--- src/rtl/and_arb_pkg.sv ---
// Shared constants for the AND-chain arbiter: FSM state codes, default
// requester count and the matching requester-index width.
package and_arb_pkg;

  localparam int NREQ_DEF = 4;
  localparam int ID_W     = $clog2(NREQ_DEF);

  localparam logic [1:0] ST_IDLE = 2'd0;
  localparam logic [1:0] ST_LOAD = 2'd1;
  localparam logic [1:0] ST_EVAL = 2'd2;
  localparam logic [1:0] ST_RESP = 2'd3;

endpackage

--- src/rtl/and_chain_unit.sv ---
// Shared combinational AND chain: d = a & b, e = c & d.
module and_chain_unit (
  input  logic a,
  input  logic b,
  input  logic c,
  output logic d,
  output logic e
);

  assign d = a & b;
  assign e = c & d;

endmodule

--- src/rtl/and_chain_arbiter.sv ---
// Round-robin arbiter time-sharing one AND-chain unit among NREQ requesters.
// Each transaction walks IDLE -> LOAD -> EVAL -> RESP, four cycles in all.
module and_chain_arbiter
  import and_arb_pkg::*;
#(
  parameter int NREQ = NREQ_DEF
) (
  input  logic                     clk,
  input  logic                     reset_n,
  input  logic [NREQ-1:0]          req,
  input  logic [NREQ-1:0]          a_in,
  input  logic [NREQ-1:0]          b_in,
  input  logic [NREQ-1:0]          c_in,
  output logic [NREQ-1:0]          grant,
  output logic                     busy,
  output logic                     done,
  output logic [$clog2(NREQ)-1:0]  done_id,
  output logic                     d_out,
  output logic                     e_out
);

  localparam int IDW = $clog2(NREQ);

  logic [1:0]     state;
  logic [IDW-1:0] ptr;
  logic [IDW-1:0] win;
  logic [IDW-1:0] win_c;
  logic           found;
  logic           op_a, op_b, op_c;
  logic           d_c, e_c;

  // First set request bit at or after ptr, wrapping past NREQ-1.
  always_comb begin : rr_scan
    int j;
    found = 1'b0;
    win_c = '0;
    j     = 0;
    for (int i = 0; i < NREQ; i++) begin
      j = int'(ptr) + i;
      if (j >= NREQ) j = j - NREQ;
      if (!found && req[j]) begin
        found = 1'b1;
        win_c = IDW'(j);
      end
    end
  end

  and_chain_unit u_chain (
    .a (op_a),
    .b (op_b),
    .c (op_c),
    .d (d_c),
    .e (e_c)
  );

  assign busy = (state != ST_IDLE);

  always_ff @(posedge clk) begin
    if (!reset_n) begin
      state   <= ST_IDLE;
      ptr     <= '0;
      win     <= '0;
      grant   <= '0;
      done    <= 1'b0;
      done_id <= '0;
      d_out   <= 1'b0;
      e_out   <= 1'b0;
      op_a    <= 1'b0;
      op_b    <= 1'b0;
      op_c    <= 1'b0;
    end else begin
      case (state)
        ST_IDLE: begin
          if (found) begin
            grant <= NREQ'(1) << win_c;
            win   <= win_c;
            state <= ST_LOAD;
          end
        end
        ST_LOAD: begin
          // Operands are frozen here; later input changes are ignored.
          op_a  <= a_in[win];
          op_b  <= b_in[win];
          op_c  <= c_in[win];
          state <= ST_EVAL;
        end
        ST_EVAL: begin
          d_out   <= d_c;
          e_out   <= e_c;
          done_id <= win;
          done    <= 1'b1;
          state   <= ST_RESP;
        end
        ST_RESP: begin
          done  <= 1'b0;
          grant <= '0;
          ptr   <= (win == IDW'(NREQ - 1)) ? '0 : win + IDW'(1);
          state <= ST_IDLE;
        end
        default: state <= ST_IDLE;
      endcase
    end
  end

endmodule

--- config.mk ---
export PLATFORM = sky130hd
export DESIGN_NAME = and_chain_arbiter
export DESIGN_NICKNAME = d
export VERILOG_FILES = /design/src/rtl/and_arb_pkg.sv /design/src/rtl/and_chain_unit.sv /design/src/rtl/and_chain_arbiter.sv
export SDC_FILE = /design/constraint.sdc
export NUM_CORES = 1
export LEC_CHECK = 0
export CORE_AREA = 10 10 60 62
export CTS_CLUSTER_SIZE = 24
export DETAILED_ROUTE_END_ITERATION = 10
export DIE_AREA = 0 0 70 72
export PLACE_DENSITY = 0.71
export SETUP_SLACK_MARGIN = 0.4
export SLEW_MARGIN = 20
export SYNTH_ARGS = -nofsm -noshare
export SYNTH_HDL_FRONTEND = slang
export SYNTH_SLANG_ARGS = --single-unit
--- constraint.sdc ---
create_clock -name clk -period 1.2 [get_ports clk]
set_input_delay 0.36 -clock clk [delete_from_list [all_inputs] [get_ports clk]]
set_output_delay 0.36 -clock clk [all_outputs]
set_load 0.01 [all_outputs]
==> impl_metrics.py, run 1 <==
metrics = {
    "global_routing": {
        "grt_usage": 0.113,
        "gr-total-overflow": 0,
        "antenna_found_initial": 0,
        "grt_max_degree": 11,
        "grt_pass1_wl_um": 4730,
        "grt_pass1_vias": 1015,
    },
    "finish": {
        "syn_to_final_growth_pct": 74.4,
        "fin_util": 0.694,
        "final_cells": 181,
        "layout_commonest_cell": "buf_4",
        "insertedDiodeCount": 0,
        "drive_gt1_frac": 0.623,
        "fill_cells": 195,
        "nets": 176,
        "final_cell_mix": "25 x buf_4, 16 x buf_6, 13 x dfxtp_2",
    },
    "run_status": {
        "violations": "negative setup slack",
        "status": "finished, violations left",
    },
    "clock_tree": {
        "cts.sinks": 18,
        "cts_max_path_buffers": 2,
        "path_clk_slew_ns": 0.11,
        "cts-root-buf": "clkbuf_4",
        "clk_latency_ns": 0.29,
        "htree_levels": 1,
        "cts_tree": "built",
        "holdBufCountCts": 0,
        "cts_made_buffers": 3,
    },
    "die": {
        "start_util": 0.398,
        "fp-row-count": 18,
        "die_h_um": 72,
        "ioPinCount": 28,
        "die_area_um2": 5040,
        "fp.coreArea_um2": 2430,
        "die_x_um": 70,
    },
    "placed_design": {
        "placement.setup.worst_slack_ns": -0.667,
        "place_inst": 167,
        "hpwlAfterDp_um": 2100,
        "port_buffers": 27,
        "place_congestion": 0.805,
    },
    "critical_path": {
        "end_kind": "output pin",
        "required_ns": 0.84,
        "crit_path_max_fanout": 2,
        "critPathKind": "reg2out",
        "crit_arrival_ns": 1.02,
        "worstSetupStartpointType": "register",
    },
    "hold_path": {
        "hp-class": "reg2reg",
    },
    "flow_run": {
        "drv_cap": 0,
    },
    "timing": {
        "grt_setup_unrepaired": "yes",
        "max_clock_freq_mhz": 724,
        "hold_violations": 0,
        "worstMarginPinSlew_ns": 0.315,
        "min_period_over_period": 1.15,
        "min_period_ns": 1.38,
        "setup_viol": 15,
        "worst_slack_ns": -0.181,
        "relSlewSlack": 0.788,
        "hold_ws_ns": 0.483,
        "slew_viol_final": 0,
        "finClkSkew_ns": 0.00231,
    },
    "route": {
        "drcViolationCount": 0,
        "dr_total_vias": 935,
        "drt-initial-drc-count": 17,
        "firstDrtPassIters": 2,
        "routed_wl_um": 2780,
        "wl_per_cell_um": 15.4,
        "detail-route-antenna-nets": 0,
        "vias_per_cell": 5.17,
    },
    "synthesis": {
        "yosys_register_bits": 18,
        "yosys_warnings": 0,
        "seq_area_frac_synth": 0.372,
        "synthesis.nets": 118,
        "synth_area_per_cell_um2": 10.3,
        "syn_area_um2": 968,
        "syn_inst": 94,
        "synth_cell_types": 30,
    },
    "pwr": {
        "p_per_area_nw_per_um2": 1530,
        "finalPower_mw": 2.58,
        "ir_drop_v": 0.00105,
        "p_leak_nw": 0.699,
    },
}
-- power breakdown --
| group | switching, mW | internal (mW) |
|---|---|---|
| clock | 0.196 | 0.185 |
| sequential | 0.0943 | 0.719 |
| combinational | 0.567 | 0.821 |
| total | 0.858 | 1.73 |
-- metrics by stage --
stage	cell area, um2	setup TNS (ns)
after floorplan	1080	-0.298
after global placement	1500	-6.88
after detailed placement	1500	-7.24
after CTS	1660	-0.812
after global routing	1690	-2.05
final	1690	-0.965
-- final timing paths --
check	startpoint	endpoint	slack, ns	cells after the start
worst max register to register	state[0]	grant[1]	-0.12	6
worst min-delay path	grant[3]	grant[3]	0.48	1
worst max-delay path	state[0]	busy	-0.18	4
worst min register to register	grant[3]	grant[3]	0.48	1
-- layer usage --
metal,vias up,global-route usage,share of wire
met2,29,0.213,0.52
met3,2,0.0408,0.069
met5,-,0,0
li1,462,-,-
met4,0,0.0307,0.0036
met1,442,0.116,0.41
-- registers in the layout (all words and copies together) (netlist names), 2 cells and up --
signal,flops
done_id,2
grant,4
ptr,2
state,2
win,2
-- synth_stat cells --
master    number  area [um2]
or2_2          1        6.26
inv_1          4        15.0
o221ai_1       2        17.5
mux2i_1        8        80.1
or2b_1         1        7.51
or2b_2         1        8.76
o221a_2        1        11.3
nor4_4         1        21.3
a21boi_2       1        11.3
buf_2          2        10.0
o21ai_0        2        10.0
o22a_2         1        10.0
nand3_1        4        20.0
a21oi_1        2        10.0
a21o_1         1        7.51
nor2_2         1        6.26
nand2b_1       3        18.8
mux4_2         3        67.6
nor2b_1        7        43.8
nand2_1        5        18.8
dfxtp_1       18         360
ha_1           6        75.1
a32o_1         4        40.0
a21boi_0       5        37.5
or2b_4         1        11.3
o21a_1         1        7.51
clkbuf_1       2        7.51
nor2_1         4        15.0
o22ai_1        1        6.26
nand4_1        1        6.26
-- final cells by class --
type / instances / area [um2] / area share
clock buffer: 4 / 36.3 / 0.0215
tap: 30 / 37.5 / 0.0222
timing repair buffer: 57 / 504 / 0.299
sequential: 18 / 384 / 0.227
multi-input combinational: 68 / 707 / 0.419
inverter: 4 / 20.0 / 0.0119
-- timing repair --
action | CTS | global route
setup buffers | 9 | 1
pin swaps | 11 | 2
gates resized for setup | 105 | 6
setup endpoints to repair | 28 | 28
-- logic make-up (layout without fill, tap and decap cells) --
family | after synthesis | count (layout) | synth area share
adder cells (fa/ha/maj) | 6 | 6 | 0.0775
multiplexers | 11 | 11 | 0.152
AND/OR/NAND/NOR | 30 | 30 | 0.190
buffers and inverters | 8 | 65 | 0.0336
flip-flops | 18 | 18 | 0.372
AO/OA/AOI/OAI | 21 | 21 | 0.174
-- worst max-delay path, cell delays in order (launching register included) --
cell,delay [ns]
dfxtp_2,0.34
inv_2,0.08
ha_4,0.16
inv_4,0.04
buf_6,0.11
Note: power is estimated with default switching activity, not from simulation.
==> run 2: changes to the inputs <==
Settings changed: CORE_AREA 10 10 60 62 to 2 2 52 54, DIE_AREA 0 0 70 72 to 0 0 54 56.
==> run 2 against run 1 <==
  * The flow still finishes with violations (negative setup slack)
  * Clock skew grew 0.0041 ns
  * Cell count grew 0.55%
  * Clock power barely moved
  * Worst hold slack better by 0.0089 ns
  * Non-clock buffer count up 1
  * Die area shrank 40%
  * Critical path depth is the same
  * Routed wire length decreased by 0.83%
  * Design area down 0.15%
==> impl_metrics.py, run 2 (synthesis gave the netlist of run 1 again) <==
metrics = {
    "die": {
        "ioPinCount": 28,
        "fp-row-count": 18,
        "fp.coreArea_um2": 2430,
        "die_h_um": 56,
        "die_x_um": 54,
        "die_area_um2": 3020,
        "start_util": 0.398,
    },
    "pwr": {
        "intPower_mw": 1.70,
        "netSwitchingFraction": 0.336,
        "combPwrFrac": 0.536,
        "p_per_area_nw_per_um2": 1520,
        "ir_drop_v": 0.00125,
        "pwr-share-clk": 0.148,
        "p_leak_nw": 0.694,
        "finalPower_mw": 2.57,
        "p_switching_mw": 0.863,
        "pwr-share-seq": 0.316,
    },
    "timing": {
        "worst_slack_ns": -0.184,
        "hold_violations": 0,
        "setup_viol": 16,
        "min_period_over_period": 1.15,
        "worstMarginPinSlew_ns": 0.455,
        "relSlewSlack": 0.697,
        "slew_viol_final": 0,
        "max_clock_freq_mhz": 723,
        "finClkSkew_ns": 0.00636,
        "grt_setup_unrepaired": "yes",
        "min_period_ns": 1.38,
    },
    "critical_path": {
        "crit_chain": "inv_4 -> ha_4 -> inv_4 -> buf_6",
        "rrSetupSlack_ns": -0.16,
        "end_kind": "output pin",
        "cp_common_cell": "inv_4",
        "required_ns": 0.84,
        "crit_family": "flip-flops",
        "crit_arrival_ns": 1.02,
        "cp_slowest_cell": "dfxtp_4",
        "crit_path_max_fanout": 2,
        "reg2reg_depth": 6,
        "slowest_delay_ns": 0.37,
        "rr_startpoint": "state[1]",
        "timing.rr.end": "grant[2]",
        "worstSetupStartpointType": "register",
        "critPathKind": "reg2out",
        "worst-path-buf-inv": 3,
    },
    "route": {
        "vias_per_cell": 5.21,
        "dr_total_vias": 948,
        "routed_wl_um": 2760,
        "firstDrtPassIters": 4,
        "detail-route-antenna-nets": 0,
        "drt-initial-drc-count": 4,
        "wl_per_cell_um": 15.2,
        "drcViolationCount": 0,
    },
    "global_routing": {
        "antenna_found_initial": 0,
        "grt_max_degree": 11,
        "grt_pass1_vias": 974,
        "gr-total-overflow": 0,
        "grt_usage": 0.189,
        "grt_pass1_wl_um": 4220,
    },
    "clock_tree": {
        "path_clk_slew_ns": 0.11,
        "cts_made_buffers": 3,
        "cts_tree": "built",
        "clk_latency_ns": 0.29,
        "cts-root-buf": "clkbuf_4",
        "cts_max_path_buffers": 2,
        "htree_levels": 1,
        "cts.sinks": 18,
    },
    "hold_path": {
        "whs_path_depth": 2,
        "min_from": "done",
        "min_to": "done",
        "hp-class": "reg2reg",
    },
    "finish": {
        "layout_commonest_cell": "buf_4",
        "top_register": "grant",
        "largest_reg_flops": 4,
        "design_area_um2": 1690,
        "fill_cells": 199,
        "final_cell_mix": "26 x buf_4, 15 x buf_6, 13 x dfxtp_2",
        "multi_input_area_um2": 703,
        "regArea_um2": 384,
        "drive_gt1_frac": 0.625,
        "nets": 177,
        "fin_util": 0.693,
        "syn_to_final_growth_pct": 74.2,
        "insertedDiodeCount": 0,
    },
    "placed_design": {
        "hpwlAfterDp_um": 1840,
        "dpl_cell_area_um2": 1500,
        "port_buffers": 27,
        "place_congestion": 0.705,
    },
    "run_status": {
        "status": "finished, violations left",
        "violations": "negative setup slack",
    },
    "flow_run": {
        "drv_cap": 0,
    },
}
## run 2: worst max path at each step
stage	startpoint	endpoint	slack, ns	cells after the start
2_1_floorplan	req[2]	grant[1]	-0.06	4
3_3_place_gp	req[0]	grant[3]	-0.63	5
3_5_place_dp	req[0]	state[0]	-0.65	6
4_1_cts	state[1]	busy	-0.18	4
5_1_grt	state[1]	busy	-0.23	4
6_report	state[1]	busy	-0.18	4
## run 2: area by class of cell
type	instances	share of cell area
clock buffer	4	0.0215
inverter	4	0.0119
multi-input combinational	68	0.417
sequential	18	0.228
tap	30	0.0223
timing repair buffer	58	0.300
## run 2: worst min-delay path: cells and delay by family (launching register included)
kind / cells / cell delay [ns]
simple gates: 2 / 0.12
flops: 1 / 0.35
## run 2: timing repair
item / CTS / global route
buffers inserted: 6 / 4
endpoints found under the setup margin: 28 / 28
hold buffers: 0 / 0
gates resized for setup: 95 / 13
cloned: 0 / 0
pin swaps: 6 / 5
## run 2: power by group through the flow
stage / registers, mW / clock network [mW] / logic (mW)
after floorplan: 0.832 / 0 / 0.632
after global placement: 0.804 / 0 / 1.05
after detailed placement: 0.809 / 0 / 1.09
after CTS: 0.812 / 0.386 / 1.21
after global routing: 0.826 / 0.412 / 1.47
final: 0.811 / 0.379 / 1.38
## run 2: through the flow
stage	setup TNS [ns]	hold slack, ns	cells	worst slack [ns]
finish	-1.37	0.492	182	-0.184
global route	-2.19	0.516	182	-0.227
CTS	-1.16	0.495	178	-0.179
detailed placement	-7.56	0.466	168	-0.651
global placement	-6.97	0.458	168	-0.629
floorplan	-0.298	0.463	94	-0.0556
## run 2: layer usage
metal,wire length [um],global-route usage
met1,1060,0.194
met2,1520,0.361
met3,163,0.0430
met4,16,0.0536
met5,0,0
